==> config.mk <==
export PLATFORM = sky130hd
export DESIGN_NAME = pe_link_packer
export DESIGN_NICKNAME = d
export VERILOG_FILES = /design/src/rtl/pe_link_packer.sv
export SDC_FILE = /design/constraint.sdc
export NUM_CORES = 1
export LEC_CHECK = 0
export CAP_MARGIN = 20
export CORE_UTILIZATION = 60
export CTS_CLUSTER_DIAMETER = 60
export CTS_CLUSTER_SIZE = 40
export DETAILED_ROUTE_END_ITERATION = 10
export PLACE_DENSITY = 0.91
export SYNTH_ARGS = -nofsm -noshare
export SYNTH_HDL_FRONTEND = slang
export SYNTH_SLANG_ARGS = --single-unit
==> constraint.sdc <==
create_clock -name clk -period 23.6 [get_ports clk]
set_input_delay 3.54 -clock clk [delete_from_list [all_inputs] [get_ports clk]]
set_output_delay 3.54 -clock clk [all_outputs]
set_load 0.1 [all_outputs]
==> src/rtl/pe_link_packer.sv <==
// -----------------------------------------------------------------------------
// pe_link_packer
//
// Stream-to-link transmitter for the 130-bit inter-PE north links. Lanes from a
// 32-bit valid/ready stream are packed, up to three per word, into a link word.
// Each word is driven onto out_to_north as a one-cycle valid pulse, and only in
// cycles where ap_start is high.
//
// Link word layout:
//   [129]     valid
//   [128]     last (frame end)
//   [127:98]  zero
//   [97:96]   lane count, 1..3
//   [95:0]    payload, lane0 at [31:0], lane1 at [63:32], lane2 at [95:64]
//             (unused lanes are zero)
//
// Ports:
//   clk           in   clock, all state changes on the rising edge
//   reset         in   asynchronous active-high reset
//   ap_start      in   link enable; a word is emitted only while high
//   din           in   stream lane data
//   din_valid     in   din is valid
//   din_last      in   final lane of a frame (qualified by din_valid)
//   din_ready     out  lane can be accepted this cycle (from pack_full only)
//   out_to_north  out  registered link word
//   busy          out  a lane or word is held in the pack or staged registers
//
// Storage is two words deep: the staged register feeds the output register,
// and the pack register collects lanes. A completed word that finds staged
// occupied waits in the pack register and blocks further input.
// -----------------------------------------------------------------------------
module pe_link_packer #(
    parameter int NORTH_WIDTH = 130,
    parameter int DATA_WIDTH  = 32,
    parameter int LANES       = 3
) (
    input  logic                   clk,
    input  logic                   reset,
    input  logic                   ap_start,
    input  logic [DATA_WIDTH-1:0]  din,
    input  logic                   din_valid,
    input  logic                   din_last,
    output logic                   din_ready,
    output logic [NORTH_WIDTH-1:0] out_to_north,
    output logic                   busy
);

    localparam int PAYLOAD_W = DATA_WIDTH * LANES;
    localparam int CNT_W     = 2;
    localparam int PAD_W     = NORTH_WIDTH - 2 - CNT_W - PAYLOAD_W;

    localparam logic [CNT_W-1:0] LAST_SLOT = CNT_W'(LANES - 1);

    // ------------------------------------------------------------------
    // Pack register
    // ------------------------------------------------------------------
    logic [DATA_WIDTH-1:0] r_lane [LANES];
    logic [CNT_W-1:0]      r_cnt;
    logic                  r_pack_last;
    logic [CNT_W-1:0]      r_pack_count;
    logic                  r_pack_full;

    // ------------------------------------------------------------------
    // Staged register
    // ------------------------------------------------------------------
    logic [PAYLOAD_W-1:0]  r_stg_payload;
    logic                  r_stg_last;
    logic [CNT_W-1:0]      r_stg_count;
    logic                  r_staged_valid;

    // Output register
    logic [NORTH_WIDTH-1:0] r_out;

    // ------------------------------------------------------------------
    // Combinational control
    // ------------------------------------------------------------------
    logic                  w_accept;
    logic                  w_complete;
    logic                  w_emit;
    logic                  w_stg_free;
    logic                  w_load_direct;
    logic                  w_load_from_pack;
    logic [CNT_W-1:0]      w_cnt_plus1;
    logic [DATA_WIDTH-1:0] w_lane_next [LANES];
    logic [PAYLOAD_W-1:0]  w_next_payload;
    logic [PAYLOAD_W-1:0]  w_pack_payload;

    assign din_ready        = !r_pack_full;
    assign w_accept         = din_valid && !r_pack_full;
    assign w_complete       = w_accept && ((r_cnt == LAST_SLOT) || din_last);
    assign w_emit           = r_staged_valid && ap_start;
    // Staged can take a word if empty or if its current word leaves this edge.
    assign w_stg_free       = !r_staged_valid || w_emit;
    // A held pack word never coincides with an accept (din_ready is low).
    assign w_load_from_pack = r_pack_full && w_stg_free;
    assign w_load_direct    = w_complete && w_stg_free;
    assign w_cnt_plus1      = r_cnt + 1'b1;

    // Lane image after this cycle's accept: slots below cnt keep their data,
    // slot cnt takes din, slots above cnt are forced to zero so a short word
    // never carries stale lanes from an earlier word.
    generate
        for (genvar gi = 0; gi < LANES; gi++) begin : g_lane
            always_comb begin
                w_lane_next[gi] = '0;
                if (r_cnt == CNT_W'(gi)) begin
                    w_lane_next[gi] = din;
                end else if (r_cnt > CNT_W'(gi)) begin
                    w_lane_next[gi] = r_lane[gi];
                end
            end

            assign w_next_payload[gi*DATA_WIDTH +: DATA_WIDTH] = w_lane_next[gi];
            assign w_pack_payload[gi*DATA_WIDTH +: DATA_WIDTH] = r_lane[gi];

            always_ff @(posedge clk or posedge reset) begin
                if (reset) begin
                    r_lane[gi] <= '0;
                end else if (w_accept) begin
                    r_lane[gi] <= w_lane_next[gi];
                end
            end
        end
    endgenerate

    // ------------------------------------------------------------------
    // Pack control: lane counter, completed-word metadata, pack_full
    // ------------------------------------------------------------------
    always_ff @(posedge clk or posedge reset) begin
        if (reset) begin
            r_cnt        <= '0;
            r_pack_last  <= 1'b0;
            r_pack_count <= '0;
            r_pack_full  <= 1'b0;
        end else begin
            if (w_accept) begin
                r_cnt <= w_complete ? '0 : w_cnt_plus1;
            end
            if (w_complete) begin
                r_pack_last  <= din_last;
                r_pack_count <= w_cnt_plus1;
            end
            if (w_load_from_pack) begin
                r_pack_full <= 1'b0;
            end else if (w_complete && !w_stg_free) begin
                r_pack_full <= 1'b1;
            end
        end
    end

    // ------------------------------------------------------------------
    // Staged register: loaded either from the pack register or straight
    // from a lane that completes a word this edge.
    // ------------------------------------------------------------------
    always_ff @(posedge clk or posedge reset) begin
        if (reset) begin
            r_stg_payload  <= '0;
            r_stg_last     <= 1'b0;
            r_stg_count    <= '0;
            r_staged_valid <= 1'b0;
        end else begin
            if (w_load_from_pack) begin
                r_stg_payload <= w_pack_payload;
                r_stg_last    <= r_pack_last;
                r_stg_count   <= r_pack_count;
            end else if (w_load_direct) begin
                r_stg_payload <= w_next_payload;
                r_stg_last    <= din_last;
                r_stg_count   <= w_cnt_plus1;
            end

            if (w_load_from_pack || w_load_direct) begin
                r_staged_valid <= 1'b1;
            end else if (w_emit) begin
                r_staged_valid <= 1'b0;
            end
        end
    end

    // ------------------------------------------------------------------
    // Output register: a word is presented for exactly one cycle, zero
    // otherwise.
    // ------------------------------------------------------------------
    always_ff @(posedge clk or posedge reset) begin
        if (reset) begin
            r_out <= '0;
        end else if (w_emit) begin
            r_out <= {1'b1, r_stg_last, {PAD_W{1'b0}}, r_stg_count, r_stg_payload};
        end else begin
            r_out <= '0;
        end
    end

    assign out_to_north = r_out;
    assign busy         = (r_cnt != '0) || r_pack_full || r_staged_valid;

endmodule

* Word level (Yosys, flattened, before mapping)
Index checks and enable logic that the tools add are counted.
** Cells by class
- Add/sub/neg operators :: 1
- Multipliers :: 0
- Divide/modulo/power cells :: 0
- $lt $le $gt $ge :: 3
- Equality and inequality tests :: 2
- Shifts and indexed selects :: 0
- Mux-type cells :: 18
- Bitwise gates (word level) :: 0
- Reduce and logical (&&, ||, !) cells :: 19
** Operators by type and width (number)
- two-way mux 32 bit :: 6
- two-way mux 96 bit :: 2
- two-way mux 130 bit :: 1
- nonzero test 2 bit :: 4
- logical AND 1 bit :: 6
- two-way mux 1 bit :: 6
- two-way mux 2 bit :: 3
- logical OR 1 bit :: 5
- > comparator 2 x 1 -> 1 bit (second input constant) :: 2
- logical NOT 1 bit :: 3
- adder 2 x 1 -> 2 bit (second input constant) :: 1
- == test 2 x 1 -> 1 bit (second input constant) :: 1
- == test 2 bit (second input constant) :: 1
- > comparator 2 bit (second input constant) :: 1
- logical NOT 2 bit :: 1
** Word-level totals
- Register bits :: 332
- Latch bits :: 0
- Bits in writable memories :: 0
- Memory bits (read-only) :: 0
- Input port bits :: 37
- Word-level logic and storage cells :: 55
- Memories :: 0

* Longest topological paths before layout
- Word-level depth :: 6
- Mapped depth :: 10

* Worst setup path before layout
Ideal clock, no wire load.
- Kind :: flip-flop to output port
- Start :: reg r_pack_full
- End :: out din_ready
- Arrival :: 1.842 ns
- Data required time :: 20.060 ns
- Path slack :: 18.218 ns
- Stages on the path, launching flop included :: 5
- Path buffers :: 3
- Path through :: dfrtp_1 buf_2 inv_1 clkbuf_1 clkbuf_1
** Between the ends
- Longest elaborated chain between the ends :: 1
** Ends and longest elaborated chain
- start: declaration :: line 61 : logic r_pack_full;
- start signal: assignment :: line 134 : r_pack_full <= 1'b0;
- start signal: assignment :: line 144 : r_pack_full <= 1'b0;
- start signal: assignment :: line 146 : r_pack_full <= 1'b1;
- logical NOT 1 bit :: line 88 : assign din_ready = !r_pack_full;
- end: declaration :: line 43 : output logic din_ready,
Every way passes these cells.

* Final worst setup path
- Start :: in ap_start
- End :: reg r_stg_payload[68]
** Between the ends
- Longest elaborated chain between the ends :: 4
- Elaborated cells between the ends (all ways) :: 6
- Classes of those cells :: mux: 1; reduce/logical: 5
** Ends and longest elaborated chain
- start: declaration :: line 39 : input logic ap_start,
- logical AND 1 bit * :: line 91 : assign w_emit = r_staged_valid && ap_start;
- logical OR 1 bit * :: line 93 : assign w_stg_free = !r_staged_valid || w_emit;
- logical AND 1 bit (on tied branches) :: line 95, 96
- two-way mux 96 bit or nonzero test 2 bit (tied branches)
- end signal: assignment :: line 163 : r_stg_payload <= w_pack_payload;
- end signal: assignment :: line 167 : r_stg_payload <= w_next_payload;
- end: declaration :: line 66 : logic [PAYLOAD_W-1:0] r_stg_payload;
Mark *: on every way between the ends. The rest lies on a longest branch, timed or not.
A chain may end at the register's enable or synchronous reset.

==> out/metrics.cfg <==
[floorplan]
fp.dieH_um=150.9
dieArea_mm2=0.02277
rows=54
die_x_um=150.9
pin_count=169
start_util_pct=61.13
core-area_mm2=0.02176

[layout]
num_antenna_cells=0
area_growth_syn_to_layout_pct=14.52
drive_above_1_share_pct=8.692
fillers=1480
final_nets=1305
fin_util_pct=70.01

[setup_path]
reg2reg_to=r_stg_payload[68]
arrival_ps=6930
worstPathCellList=buf_2 -> buf_4 -> nand2b_4 -> and3_4 -> buf_4 -> o32ai_1
critPathSlowestCell=nand2b_4
worstPathRequired_ps=23970
path_max_fanout=102
end_kind=flop
crit_family=simple AND/OR/NAND/NOR gates
reg2reg_depth=5
r2r_setup_slack_ps=19840
slowest_delay_ps=860
cp-start-kind=input pin
rr_startpoint=r_pack_full
cp.buffers_inverters=3
path_common_cell=buf_4
worstSetupPathType=in2reg

[power_and_ir_drop]
vdd_drop_max_v=0.00004954
p_leak_nw=6.872
cellPowerDensity_mw_per_mm2=115.1

[synthesis]
synth.cell_area_mm2=0.01330
ys_seq_elements=302
yosys.cell_types.count=31
syn_avg_cell_area_um2=10.88
yosys-top-cells-area=dfrtp_1 57%, and3_1 4.7%, a221oi_1 4.2%
netlist_instances=1222
yosysSeqAreaShare_pct=56.82
synth.largest_area_cell=dfrtp_1
yosysWarnings=0
yosys.area.top_type_share_pct=56.82

[global_routing]
grt_pass1_wl_um=54070
grt_usage_pct=30.37
overflow=0
grt_max_degree=143
antenna_found_initial=0
grt_pass1_vias=10420

[drt]
firstDrtPassIters=6
viasPerCell=6.788
drt_wl_total_um=34110
ant_nets=0
routedWlPerCell_um=21.91
drc=0
num_vias=10570
drt_iter0_markers=1564

[sta]
period_needed_ps=6563
tns_ps=0
drv_slew=0
fmax_mhz=152.4
finalClockSkew_ps=22.77
slew_headroom_pct=23.32
grt_setup_unrepaired=false
worst_slew_pin_slew_ps=1148
fin_crit_sh_pct=27.81
setup_viol=0
hold_viol=0

[placed_design]
port_buffers=138
place_congestion=0.8276
hpwl_um=19190

[clock_tree]
cts_setup_buffers=0
cts_resized=0
clkTransAtPathRegs_ps=90
cts_buffer_depth=3
numCtsBuffers=19
clock_sinks=302
insertion_delay_ps=530
tritoncts=yes
cts-root-buf=clkbuf_16
htree_levels=1
postCtsHoldBufs=0

[hold_path]
min_path_cells=2
holdCritStartpoint=r_lane[22]
hold_class=reg2reg
holdPathEnd=r_lane[22]

[outcome]
outcome=finished clean

[run]
drv_cap=0

==> registers in the layout, summed over array words and instances, names as in the netlist <==
name            cells
r_pack_full         1
r_lane             96
r_pack_count        2
out_to_north      100
r_pack_last         1
r_stg_payload      96
r_stg_last          1
r_stg_count         2
r_cnt               2
r_staged_valid      1
==> cell families (layout without fill, tap and decap cells) <==
logic type / Yosys count / after routing / synth area share [%]
compound gates: 368 / 368 / 19.36
fa+ha+maj: 4 / 4 / 0.3763
buf+inv: 232 / 258 / 7.808
flops: 302 / 302 / 56.82
mux: 64 / 64 / 5.118
other cells: 1 / 30 / 0.02819
simple gates: 251 / 251 / 10.49
==> placed cells by master, fill, tap and decap left out, types with 3 or more instances in the layout <==
cell type / instances
clkdlybuf4s50_1: 137
nor2_1: 66
and3_1: 99
mux2_2: 32
clkbuf_16: 19
a31oi_1: 38
a21oi_2: 10
o32ai_1: 64
conb_1: 30
inv_12: 4
nand3_1: 5
buf_4: 15
or2_2: 3
inv_1: 67
mux2i_1: 32
and3b_1: 32
nand2_1: 35
a221oi_1: 64
inv_6: 4
a222oi_1: 32
o21ai_0: 102
a21oi_1: 55
dfrtp_1: 300
==> metal layers <==
layer | vias up | share of wire (%) | track usage (%)
li1 | 4508 | - | -
met1 | 5279 | 38 | 41.41
met2 | 686 | 48 | 46.81
met3 | 96 | 11 | 6.566
met4 | 0 | 2.9 | 13.85
met5 | - | 0 | 0
==> stage by stage <==
stage	instance area [um^2]	setup slack, ps	power [mW]	hold slack [ps]	std cells
finish	15230	17040	1.753	501.6	1557
global route	15230	16900	1.829	525.6	1557
CTS	15200	17200	1.747	505.0	1556
detailed placement	14540	16650	1.380	484.7	1522
global placement	14530	16760	1.349	473.4	1521
floorplan	13410	11710	1.227	458.5	1251
==> report_power, final <==
| part | internal, mW | switching, mW |
|---|---|---|
| combinational | 0.196 | 0.446 |
| sequential | 0.660 | 0.0851 |
| clock | 0.167 | 0.199 |
==> synthesized netlist by cell type <==
| cell | n |
|---|---|
| buf_4 | 30 |
| a21oi_2 | 10 |
| dfrtp_1 | 302 |
| or3_1 | 2 |
| mux2_2 | 32 |
| a222oi_1 | 32 |
| a221oi_1 | 64 |
| a21oi_1 | 56 |
| a22o_1 | 1 |
| nand2b_1 | 3 |
| buf_6 | 4 |
| a31o_2 | 1 |
| mux2i_1 | 32 |
| o32ai_1 | 64 |
| or2_2 | 3 |
| and2_1 | 1 |
| and3_1 | 99 |
| nor2_1 | 66 |
| and3_4 | 1 |
| buf_1 | 9 |
| nand2_1 | 35 |
| buf_2 | 20 |
| ha_1 | 4 |
| o21ai_0 | 102 |
| inv_1 | 69 |
| clkbuf_1 | 100 |
| a31oi_1 | 38 |
| nor2b_1 | 3 |
| nand3_1 | 6 |
| and3b_1 | 32 |
| conb_1 | 1 |
==> final cells by class <==
class                           instances  area, um^2  share of cell area, %
Sequential cell                       302        7560                  49.63
Clock buffer                           21       493.0                  3.236
Inverter                               69       266.5                  1.750
Tap cell                              280       350.3                  2.300
Clock inverter                         13       168.9                  1.109
Timing Repair Buffer                  155        1531                  10.05
Multi-Input combinational cell        717        4862                  31.92
==> tightest hold or removal path, stage by stage (launching register included) <==
cell and delay [ps]:
dfrtp_1 370, nand2_1 50, o21ai_0 60
==> how the worst max path moves through the flow <==
stage	cells past startpoint	endpoint	startpoint	slack, ps
floorplan	1	out_to_north[0]	reset	11710
global placement	4	out_to_north[83]	reset	16760
detailed placement	6	r_stg_payload[63]	ap_start	16650
CTS	6	r_stg_payload[66]	ap_start	17200
global route	6	r_stg_payload[63]	ap_start	16900
finish	6	r_stg_payload[68]	ap_start	17040
Note: power is estimated with default switching activity, not from simulation.
